**src/rtl/vga_pkg.sv**
```systemverilog
// Shared VGA timing defaults (640x480 @ 60 Hz) and the colour-bar lookup table.
package vga_pkg;

  localparam int unsigned DEF_H_VISIBLE = 640;
  localparam int unsigned DEF_H_FRONT   = 16;
  localparam int unsigned DEF_H_SYNC    = 96;
  localparam int unsigned DEF_H_BACK    = 48;
  localparam int unsigned DEF_V_VISIBLE = 480;
  localparam int unsigned DEF_V_FRONT   = 10;
  localparam int unsigned DEF_V_SYNC    = 2;
  localparam int unsigned DEF_V_BACK    = 33;
  localparam int unsigned DEF_BAR_WIDTH = 80;

  localparam int unsigned H_TOTAL = DEF_H_VISIBLE + DEF_H_FRONT + DEF_H_SYNC + DEF_H_BACK;
  localparam int unsigned V_TOTAL = DEF_V_VISIBLE + DEF_V_FRONT + DEF_V_SYNC + DEF_V_BACK;

  typedef enum logic [2:0] {
    BarWhite,
    BarYellow,
    BarCyan,
    BarGreen,
    BarMagenta,
    BarRed,
    BarBlue,
    BarBlack
  } bar_e;

  // Packed as {red, green, blue}.
  localparam logic [23:0] COLOR_WHITE   = 24'hFFFFFF;
  localparam logic [23:0] COLOR_YELLOW  = 24'hFFFF00;
  localparam logic [23:0] COLOR_CYAN    = 24'h00FFFF;
  localparam logic [23:0] COLOR_GREEN   = 24'h00FF00;
  localparam logic [23:0] COLOR_MAGENTA = 24'hFF00FF;
  localparam logic [23:0] COLOR_RED     = 24'hFF0000;
  localparam logic [23:0] COLOR_BLUE    = 24'h0000FF;
  localparam logic [23:0] COLOR_BLACK   = 24'h000000;

  function automatic logic [23:0] bar_color(bar_e bar);
    logic [23:0] color;
    color = COLOR_BLACK;
    unique case (bar)
      BarWhite:   color = COLOR_WHITE;
      BarYellow:  color = COLOR_YELLOW;
      BarCyan:    color = COLOR_CYAN;
      BarGreen:   color = COLOR_GREEN;
      BarMagenta: color = COLOR_MAGENTA;
      BarRed:     color = COLOR_RED;
      BarBlue:    color = COLOR_BLUE;
      BarBlack:   color = COLOR_BLACK;
    endcase
    return color;
  endfunction

endpackage

```
**src/rtl/vga_if.sv**
```systemverilog
// Bundle of the signals that leave the controller towards the board's VGA DAC pins.
interface vga_if;
  logic       blank_n;
  logic       HS;
  logic       VS;
  logic [7:0] red;
  logic [7:0] green;
  logic [7:0] blue;

  modport master (
    output blank_n,
    output HS,
    output VS,
    output red,
    output green,
    output blue
  );

  modport slave (
    input blank_n,
    input HS,
    input VS,
    input red,
    input green,
    input blue
  );
endinterface

```
**src/rtl/vga_sync_gen.sv**
```systemverilog
// Horizontal/vertical pixel counters and the combinational active/HS/VS decode.
module vga_sync_gen
  import vga_pkg::*;
#(
  parameter int unsigned H_VISIBLE = DEF_H_VISIBLE,
  parameter int unsigned H_FRONT   = DEF_H_FRONT,
  parameter int unsigned H_SYNC    = DEF_H_SYNC,
  parameter int unsigned H_BACK    = DEF_H_BACK,
  parameter int unsigned V_VISIBLE = DEF_V_VISIBLE,
  parameter int unsigned V_FRONT   = DEF_V_FRONT,
  parameter int unsigned V_SYNC    = DEF_V_SYNC,
  parameter int unsigned V_BACK    = DEF_V_BACK,
  localparam int unsigned HTot     = H_VISIBLE + H_FRONT + H_SYNC + H_BACK,
  localparam int unsigned VTot     = V_VISIBLE + V_FRONT + V_SYNC + V_BACK,
  localparam int unsigned HW       = $clog2(HTot),
  localparam int unsigned VW       = $clog2(VTot)
) (
  input  logic          i_clk,
  input  logic          i_rst,
  output logic [HW-1:0] o_h_cnt,
  output logic          o_active,
  output logic          o_hs,
  output logic          o_vs
);

  localparam logic [HW-1:0] HLast      = HW'(HTot - 1);
  localparam logic [HW-1:0] HActEnd    = HW'(H_VISIBLE);
  localparam logic [HW-1:0] HSyncStart = HW'(H_VISIBLE + H_FRONT);
  localparam logic [HW-1:0] HSyncEnd   = HW'(H_VISIBLE + H_FRONT + H_SYNC - 1);
  localparam logic [VW-1:0] VLast      = VW'(VTot - 1);
  localparam logic [VW-1:0] VActEnd    = VW'(V_VISIBLE);
  localparam logic [VW-1:0] VSyncStart = VW'(V_VISIBLE + V_FRONT);
  localparam logic [VW-1:0] VSyncEnd   = VW'(V_VISIBLE + V_FRONT + V_SYNC - 1);

  logic [HW-1:0] r_h_cnt;
  logic [VW-1:0] r_v_cnt;

  always_ff @(posedge i_clk or posedge i_rst) begin
    if (i_rst) begin
      r_h_cnt <= '0;
      r_v_cnt <= '0;
    end else if (r_h_cnt == HLast) begin
      r_h_cnt <= '0;
      r_v_cnt <= (r_v_cnt == VLast) ? '0 : r_v_cnt + 1'b1;
    end else begin
      r_h_cnt <= r_h_cnt + 1'b1;
    end
  end

  logic w_h_sync_win;
  logic w_v_sync_win;

  always_comb begin
    w_h_sync_win = (r_h_cnt >= HSyncStart) && (r_h_cnt <= HSyncEnd);
    w_v_sync_win = (r_v_cnt >= VSyncStart) && (r_v_cnt <= VSyncEnd);
    o_active     = (r_h_cnt < HActEnd) && (r_v_cnt < VActEnd);
    o_hs         = ~w_h_sync_win;
    o_vs         = ~w_v_sync_win;
    o_h_cnt      = r_h_cnt;
  end

endmodule

```
**src/rtl/vga_controller.sv**
```systemverilog
// VGA timing generator with an 8-bar vertical colour test pattern; every pin is registered
// so HS, VS, blank_n and RGB stay mutually aligned one clock behind the counters.
module vga_controller
  import vga_pkg::*;
#(
  parameter int unsigned H_VISIBLE = DEF_H_VISIBLE,
  parameter int unsigned H_FRONT   = DEF_H_FRONT,
  parameter int unsigned H_SYNC    = DEF_H_SYNC,
  parameter int unsigned H_BACK    = DEF_H_BACK,
  parameter int unsigned V_VISIBLE = DEF_V_VISIBLE,
  parameter int unsigned V_FRONT   = DEF_V_FRONT,
  parameter int unsigned V_SYNC    = DEF_V_SYNC,
  parameter int unsigned V_BACK    = DEF_V_BACK,
  parameter int unsigned BAR_WIDTH = DEF_BAR_WIDTH
) (
  input  logic  vga_clk,
  input  logic  reset,
  vga_if.master vga
);

  localparam int unsigned HW = $clog2(H_VISIBLE + H_FRONT + H_SYNC + H_BACK);
  localparam logic [HW-1:0] BarW = HW'(BAR_WIDTH);

  logic [HW-1:0] w_h_cnt;
  logic          w_active;
  logic          w_hs;
  logic          w_vs;
  logic [2:0]    w_bar;
  logic [23:0]   w_rgb;

  vga_sync_gen #(
    .H_VISIBLE (H_VISIBLE),
    .H_FRONT   (H_FRONT),
    .H_SYNC    (H_SYNC),
    .H_BACK    (H_BACK),
    .V_VISIBLE (V_VISIBLE),
    .V_FRONT   (V_FRONT),
    .V_SYNC    (V_SYNC),
    .V_BACK    (V_BACK)
  ) u_sync (
    .i_clk    (vga_clk),
    .i_rst    (reset),
    .o_h_cnt  (w_h_cnt),
    .o_active (w_active),
    .o_hs     (w_hs),
    .o_vs     (w_vs)
  );

  // Bar index is only meaningful inside the active region, where it is always 0..7.
  always_comb begin
    w_bar = 3'(w_h_cnt / BarW);
    w_rgb = w_active ? bar_color(bar_e'(w_bar)) : 24'h000000;
  end

  logic        r_blank_n;
  logic        r_hs;
  logic        r_vs;
  logic [23:0] r_rgb;

  always_ff @(posedge vga_clk or posedge reset) begin
    if (reset) begin
      r_blank_n <= 1'b0;
      r_hs      <= 1'b1;
      r_vs      <= 1'b1;
      r_rgb     <= '0;
    end else begin
      r_blank_n <= w_active;
      r_hs      <= w_hs;
      r_vs      <= w_vs;
      r_rgb     <= w_rgb;
    end
  end

  assign vga.blank_n = r_blank_n;
  assign vga.HS      = r_hs;
  assign vga.VS      = r_vs;
  assign vga.red     = r_rgb[23:16];
  assign vga.green   = r_rgb[15:8];
  assign vga.blue    = r_rgb[7:0];

endmodule

```
**src/flat_wrapper.sv**
```systemverilog
// flat-port wrapper written by rule: the top's interface ports become plain ports
module vga_controller_flat import vga_pkg::*;
#(
  parameter int unsigned H_VISIBLE = DEF_H_VISIBLE,
  parameter int unsigned H_FRONT   = DEF_H_FRONT,
  parameter int unsigned H_SYNC    = DEF_H_SYNC,
  parameter int unsigned H_BACK    = DEF_H_BACK,
  parameter int unsigned V_VISIBLE = DEF_V_VISIBLE,
  parameter int unsigned V_FRONT   = DEF_V_FRONT,
  parameter int unsigned V_SYNC    = DEF_V_SYNC,
  parameter int unsigned V_BACK    = DEF_V_BACK,
  parameter int unsigned BAR_WIDTH = DEF_BAR_WIDTH
)
  (vga_clk, reset, vga_blank_n, vga_HS, vga_VS, vga_red, vga_green, vga_blue);
  vga_if vga_i ();
  input  logic vga_clk;
  input  logic reset;
  output wire logic [$bits(vga_i.blank_n)-1:0] vga_blank_n;
  output wire logic [$bits(vga_i.HS)-1:0] vga_HS;
  output wire logic [$bits(vga_i.VS)-1:0] vga_VS;
  output wire logic [$bits(vga_i.red)-1:0] vga_red;
  output wire logic [$bits(vga_i.green)-1:0] vga_green;
  output wire logic [$bits(vga_i.blue)-1:0] vga_blue;
  assign vga_blank_n = vga_i.blank_n;
  assign vga_HS = vga_i.HS;
  assign vga_VS = vga_i.VS;
  assign vga_red = vga_i.red;
  assign vga_green = vga_i.green;
  assign vga_blue = vga_i.blue;
  vga_controller #(.H_VISIBLE(H_VISIBLE), .H_FRONT(H_FRONT), .H_SYNC(H_SYNC), .H_BACK(H_BACK), .V_VISIBLE(V_VISIBLE), .V_FRONT(V_FRONT), .V_SYNC(V_SYNC), .V_BACK(V_BACK), .BAR_WIDTH(BAR_WIDTH)) u_core (.vga_clk(vga_clk), .reset(reset), .vga(vga_i));
endmodule
```
**config.mk**
```make
export PLATFORM = sky130hd
export DESIGN_NAME = vga_controller_flat
export DESIGN_NICKNAME = d
export VERILOG_FILES = /design/src/rtl/vga_pkg.sv /design/src/rtl/vga_if.sv /design/src/rtl/vga_sync_gen.sv /design/src/rtl/vga_controller.sv /design/src/flat_wrapper.sv
export SDC_FILE = /design/constraint.sdc
export NUM_CORES = 1
export LEC_CHECK = 0
export CAP_MARGIN = 20
export CORE_MARGIN = 2
export CORE_UTILIZATION = 47
export CTS_CLUSTER_DIAMETER = 60
export DETAILED_ROUTE_END_ITERATION = 10
export PLACE_DENSITY = 0.76
export SLEW_MARGIN = 20
export SYNTH_ARGS = -nofsm -noshare
export SYNTH_HDL_FRONTEND = slang
export SYNTH_SLANG_ARGS = --single-unit
```
**constraint.sdc**
```tcl
create_clock -name vga_clk -period 1.9 [get_ports vga_clk]
set_input_delay 0.38 -clock vga_clk [delete_from_list [all_inputs] [get_ports vga_clk]]
set_output_delay 0.38 -clock vga_clk [all_outputs]
set_load 0.01 [all_outputs]
```
==> results.yml <==
route:
  detail_route.iter0.violations: 24
  wl_met3_um: 156
  met1Wirelength_um: 1310
  ant_nets: 0
  avgRoutedWirePerCell_um: 13.0
  vias_per_cell: 5.33
  detailroute.via_count: 1178
  drt_pre_antenna_iters: 4
  top_layer: "met4"
  routed_wirelength_um: 2870
  post-route-drc-count: 0
  wl_met2_um: 1340
clock_network:
  cts_resized: 0
  clk_transition_reported_paths_ns: 0.13
  cts_buffer_depth: 2
  htree_num_levels: 1
  cts_tree: "done"
  cts.hold.buffers_added: 0
  clkSinkCount: 26
  cts-buffers-inserted: 3
  worstSkewPairLatency_ns: 0.32
  clk_root_buffer_cell: "clkbuf_4"
pwr:
  internal-power_mw: 0.631
  ir_drop_v: 0.000305
  seq_power_share: 0.693
  clock_power_share: 0.289
  switching_share: 0.210
  p_sw_mw: 0.167
  leakage_nw: 0.795
  power.density_cell_area_nw_per_um2: 444
  pwr-share-comb: 0.018
floorplanning:
  dieHeight_um: 61.7
  initial_util: 0.504
  core_region_area_um2: 3100
  fp.dieArea_um2: 3800
  rows: 20
  floorplan.die.width_um: 61.7
  io-pin-count: 29
worst_setup_path:
  kind_of_start_point_of_the_critical_path: "flip-flop"
  setup.worst_path.class: "flip-flop to flip-flop"
  critPathRequiredTime_ns: 2.15
  worstPathArrival_ns: 2.06
  crit_start: "u_core.u_sync.o_h_cnt[6]$_DFF_PP0_"
  worst_r2r_startpoint: "u_core.u_sync.o_h_cnt[6]$_DFF_PP0_"
  path_max_fanout: 5
  r2r_cells: 4
  rr_endpoint: "u_core.u_sync.r_v_cnt[4]$_DFFE_PP0N_"
  ff2ff_setup_slack_ns: 0.1
  worst_setup_path_endpoint: "u_core.u_sync.r_v_cnt[4]$_DFFE_PP0N_"
  timing.critical_path.to_type: "flip-flop"
global_routing:
  first_pass_grt_wire_length_um: 4710
  pin_count_of_the_biggest_net_entering_global_routing: 27
  grt_pass1_vias: 1095
  grt_util_all_layers: 0.169
  globalRoute.totalOverflow: 0
  grt_antenna_before_repair: 0
job:
  max-cap-violations: 0
layout:
  antenna-diode-count: 0
  post_route_cells_drive_above_1_share: 0.119
  postLayoutCellArea_um2: 1800
  finalNetCount: 186
  syn2layout_area_growth_pct: 15.1
timing:
  max_freq_mhz: 554
  hold_violations: 0
  min_period_over_period: 0.950
  clock-skew-final_ns: 0.00342
  fin_hold_ws_ns: 0.405
  worst_slew_pin_slew_ns: 0.404
  slew_violations: 0
  setup_violations: 0
  period_needed_ns: 1.80
  slew_headroom: 0.727
  fin_tns_setup_ns: 0
  rsz0062_at_grt: "false"
placed_design:
  post_place_cell_area_um2: 1780
  hpwlAfterDp_um: 2220
  place_congestion: 0.857
  place.port_buffers: 28
synth:
  top_area_cell_type_share_of_the_netlist_area: 0.384
  synth.distinct_cells: 43
  synth_ff_type: "dfrtp_1"
  synth_async_sr_flop_share: 1.00
  synthesis.instances: 164
  syn-num-nets: 171
  portion_of_the_post_synthesis_area_used_by_sequential_elements: 0.418
  synthesis.yosys.warnings: 0
  yosys_register_bits: 26
  post-synth-top-area-cell: "dfrtp_1"
  post_synth_main_area_contributors: "dfrtp_1 38%, buf_4 11%, ha_1 4.0%"
  synth_edf_count: 0
  synth.avg_cell_area_um2: 9.53
  syn-cell-area_um2: 1560
min_path:
  hp-class: "input port to async pin"
outcome:
  run_status: "complete, no violations"
## registers in the layout (all words and copies together), names as in the netlist
signal	cells
u_core.r_rgb	3
u_core.u_sync.o_h_cnt	10
u_core.u_sync.r_v_cnt	10
u_core.vga.HS	1
u_core.vga.VS	1
u_core.vga.blank_n	1
## cells in the final DEF, fill, tap and decap left out, types with 2 or more instances in the layout
cell type,n
ha_1,5
nand2_1,7
xor2_1,5
inv_1,10
nor2b_1,4
dfrtp_1,24
clkdlybuf4s50_1,28
nor2_1,13
a211oi_1,3
nand3_1,8
nand4_1,5
and3_1,3
clkbuf_4,3
or3_1,5
xnor2_1,7
o21ai_0,9
buf_4,10
dfstp_2,2
a21oi_1,4
## worst min-delay path by stage
stage	start	to	slack, ns
3_3_place_gp	u_core.u_sync.o_h_cnt[0]$_DFF_PP0_	u_core.u_sync.o_h_cnt[0]$_DFF_PP0_	0.48
2_1_floorplan	reset	u_core.r_rgb[15]$_DFF_PP0_	0.42
5_1_grt	reset	u_core.u_sync.r_v_cnt[7]$_DFFE_PP0N_	0.43
4_1_cts	reset	u_core.vga.blank_n$_DFF_PP0_	0.42
3_5_place_dp	u_core.u_sync.o_h_cnt[0]$_DFF_PP0_	u_core.u_sync.o_h_cnt[0]$_DFF_PP0_	0.51
6_report	reset	u_core.u_sync.r_v_cnt[7]$_DFFE_PP0N_	0.41
## critical path, stage by stage (launching register included)
cell and delay (ns):
dfrtp_1 0.40, or3b_4 0.44, or3_4 0.40, or3_1 0.35
a21oi_1 0.16
## synth_stat cells (4+ instances only)
| library cell | n |
|---|---|
| o21ai_0 | 9 |
| or3_1 | 5 |
| inv_1 | 10 |
| xnor2_1 | 7 |
| ha_1 | 5 |
| nor2_1 | 13 |
| a21oi_1 | 4 |
| dfrtp_1 | 24 |
| nand4_1 | 5 |
| xor2_1 | 5 |
| buf_4 | 22 |
| nor2b_1 | 4 |
| nand3_1 | 8 |
| nand2_1 | 7 |
## layout make-up
class	instances	area [um^2]
clock buffers	3	22.5
fillers	290	1300
inverters	10	37.5
multi-input cells	100	676
flip-flops and latches	26	653
well taps	44	55.1
repair buffers	38	355
## kinds of logic (layout without fill, tap and decap cells)
logic type	Yosys count	in the layout	share of synthesized area
AOI/OAI and AO/OA	25	25	0.105
xor gates and xnor gates	12	12	0.0673
adders and majority gates	5	5	0.0400
buffers and inverters	38	51	0.150
DFF	26	26	0.418
muxes	1	1	0.00641
and+or+nand+nor	57	57	0.214
## metrics by stage
stage / power, mW / setup slack [ns] / utilization / std cells
global route: 0.830 / 0.0241 / 0.580 / 221
finish: 0.799 / 0.0950 / 0.580 / 221
detailed placement: 0.579 / 0.0888 / 0.573 / 218
floorplan: 0.572 / 0.0485 / - / 164
global placement: 0.578 / 0.146 / 0.573 / 218
CTS: 0.808 / 0.0643 / 0.580 / 221
## power groups by stage
stage / clock (mW) / combinational [mW] / sequential, mW
2_1_floorplan: 0 / 0.00818 / 0.564
3_3_place_gp: 0 / 0.0143 / 0.564
3_5_place_dp: 0 / 0.0151 / 0.564
4_1_cts: 0.239 / 0.0151 / 0.554
5_1_grt: 0.259 / 0.0166 / 0.554
6_report: 0.231 / 0.0143 / 0.554
## routing by layer
metal,global-route usage,up-vias
met2,0.287,47
li1,-,566
met5,0,-
met1,0.204,559
met4,0.0851,0
met3,0.0294,6
## what timing repair did
item | 4_1_cts | 5_1_grt
setup endpoints to repair | 0 | 3
hold endpoints to repair | 0 | 0
setup buffers | 0 | 0
(Power assumes the default switching activity.)
==> variant: new RTL, config.mk and constraints unchanged <==
`DEF_V_VISIBLE`: 480 -> 240.
--- a/src/rtl/vga_pkg.sv
+++ b/src/rtl/vga_pkg.sv
@@ -7,3 +7,3 @@
   localparam int unsigned DEF_H_BACK    = 48;
-  localparam int unsigned DEF_V_VISIBLE = 480;
+  localparam int unsigned DEF_V_VISIBLE = 240;
   localparam int unsigned DEF_V_FRONT   = 10;
Check against the original RTL: no difference found for any inputs over 10 cycles, from zero or initial values and one cycle with reset high; that may be too few to reach the edited logic, so the function may still have changed.
==> variant against the unedited design <==
  * Total power shrank 1.3%
  * Combinational power shrank 3%
  * Area after synthesis shrank 2.2%
  * Final area grew 1.5%
  * Maximum frequency shrank 3.3%
  * Worst setup slack lost 0.062 ns
  * Routed wire length grew 8.5%
  * Critical path type unchanged
  * Sequential cell count shrank 1
  * Sequential share of layout area shrank 1.9 points
==> variant: results (changes against the unedited design) <==
| Parameter | This run | Unit | vs unedited |
| --- | --- | --- | --- |
| Result of the run | completed | - |  |
| Overall global routing resource usage | 17.4 | % | +0.57 points |
| Biggest area contributors in the synthesized netlist | sky130_fd_sc_hd__dfrtp_1 (38%), sky130_fd_sc_hd__buf_4 (11%), sky130_fd_sc_hd__ha_1 (4.1%) | - |  |
| Critical-path maximum fanout | 4 | - | -1 |
| Max VDD drop | 0.242 | mV | -21% |
| Count of different cell masters after synthesis | 41 | - | -4.7% |
| Vias per inst | 5.33 | - | about the same |
| Cell Area, Placed | 1770 | µm² | -0.56% |
| Final critical-path share of the clock period | 98.3 | % | +3.3 points |
| Vias in the first global route | 1099 | - | +0.37% |
| Depth of the worst register-to-register path | 5 | - | +1 |
| Half-perimeter wire length after detailed placement | 2.29 | mm | +3.4% |
| Number of nets in the final layout | 192 | - | +3.2% |
| Data arrival time at the worst-slack endpoint | 2.14 | ns | +0.08 ns |
| Pin count of the biggest net entering global routing | 26 | - | -3.7% |
| Crit path launch | u_core.u_sync.o_h_cnt[0] | - |  |
| Worst reg-to-reg setup slack | 0.03 | ns | -0.06 ns |
| P_leak | 0.000767 | µW | -3.6% |
| Number of fillers in the final layout | 288 | - | -0.69% |
| Syn_nets | 172 | - | +0.58% |
| Average wire length per cell after detail routing | 13.6 | µm | +5.2% |
| Headroom to the max-slew limit | 77.1 | % | +4.5 points |
| Final weighted congestion in routability-driven placement | 0.811 | - | -5.4% |
| Post-route clock skew | 0.00891 | ns | +0.00549 ns |
| Latest clock arrival within the worst-skew pair | 0.33 | ns |  |
| Fraction of layout instances using a drive strength above 1 | 15.8 | % | +3.9 points |
| Worst setup path end | u_core.u_sync.r_v_cnt[7] | - |  |
| Most numerous cell types in the synthesized netlist | sky130_fd_sc_hd__dfrtp_1 (23), sky130_fd_sc_hd__buf_4 (22), sky130_fd_sc_hd__nand2_1 (12) | - |  |
| Wire length of the first global-routing pass | 4.80 | mm | +1.8% |
| Net switching power | 173 | µW | +3.5% |
| Worst-case setup slack after placement | 0.00432 | ns | -0.0845 ns |
| Number of DRC markers in iteration 0 | 31 | - | +29% |
==> variant: changes by cell type after synthesis, sizes merged, moves of 4 or more <==
| cell | change |
|---|---|
| a21oi | +4 |
| nand2 | +5 |
| nand3 | -4 |
| or3 | -4 |
| xnor2 | -4 |
==> variant: critical path, cell delays in order, from the launching register on <==
cell and delay [ns]:
sky130_fd_sc_hd__dfrtp_1 0.39, sky130_fd_sc_hd__ha_2 0.19, sky130_fd_sc_hd__nand4_2 0.08, sky130_fd_sc_hd__or4_4 0.58, sky130_fd_sc_hd__or4b_4 0.51, sky130_fd_sc_hd__nand2_2 0.08
==> variant: worst min path at each step <==
stage / end / slack [ns] / cells past startpoint
finish: u_core.u_sync.r_v_cnt[6] / 0.39 / 3
global route: u_core.u_sync.r_v_cnt[6] / 0.41 / 3
CTS: u_core.u_sync.r_v_cnt[6] / 0.40 / 3
detailed placement: u_core.u_sync.r_v_cnt[6] / 0.52 / 1
global placement: u_core.u_sync.r_v_cnt[6] / 0.50 / 1
floorplan: u_core.r_rgb[15] / 0.41 / 1
==> variant: area by class of cell <==
| class | count | area share, % |
|---|---|---|
| Timing Repair Buffer | 44 | 22.0 |
| Multi-Input combinational cell | 103 | 37.5 |
| Clock buffer | 3 | 1.23 |
| Tap cell | 44 | 3.01 |
| Sequential cell | 25 | 34.4 |
| Clock inverter | 1 | 0.274 |
| Inverter | 8 | 1.64 |
==> variant: kinds of logic after synthesis <==
family / Yosys count / share of synthesized area [%]
buffers and inverters: 37 / 14.7
and+or+nand+nor: 58 / 22.0
AOI/OAI and AO/OA: 30 / 12.3
DFF: 25 / 41.1
adders and majority gates: 6 / 4.75
xor gates and xnor gates: 9 / 5.16
==> variant: through the flow <==
| stage | instances | TNS [ns] | power [µW] |
|---|---|---|---|
| 2_1_floorplan | 165 | 0 | 550 |
| 3_3_place_gp | 221 | 0 | 557 |
| 3_5_place_dp | 221 | 0 | 557 |
| 4_1_cts | 226 | 0 | 800 |
| 5_1_grt | 228 | -0.0284 | 822 |
| 6_report | 228 | 0 | 788 |
==> variant: per-layer routing <==
layer / track usage [%] / part of all wire [%] / up-vias
met5: 0 / 0 / -
li1: - / - / 587
met1: 20.8 / 44 / 574
met3: 2.52 / 5.2 / 7
met4: 6.83 / 1.9 / 0
met2: 31.6 / 49 / 48
==> variant: what timing repair did <==
item | CTS | global route
cloned | 0 | 1
setup buffers | 1 | 1
gates resized for setup | 0 | 5
pin swaps | 0 | 5
endpoints found under the setup margin | 2 | 4
endpoints found under the hold margin | 0 | 0
==> variant: power by group through the flow <==
stage               clock [µW]  combinational [µW]  sequential, µW
CTS                        253                14.7             532
detailed placement           0                14.9             542
global placement             0                14.4             542
global route               274                16.0             533
finish                     242                13.8             532
floorplan                    0                7.87             542
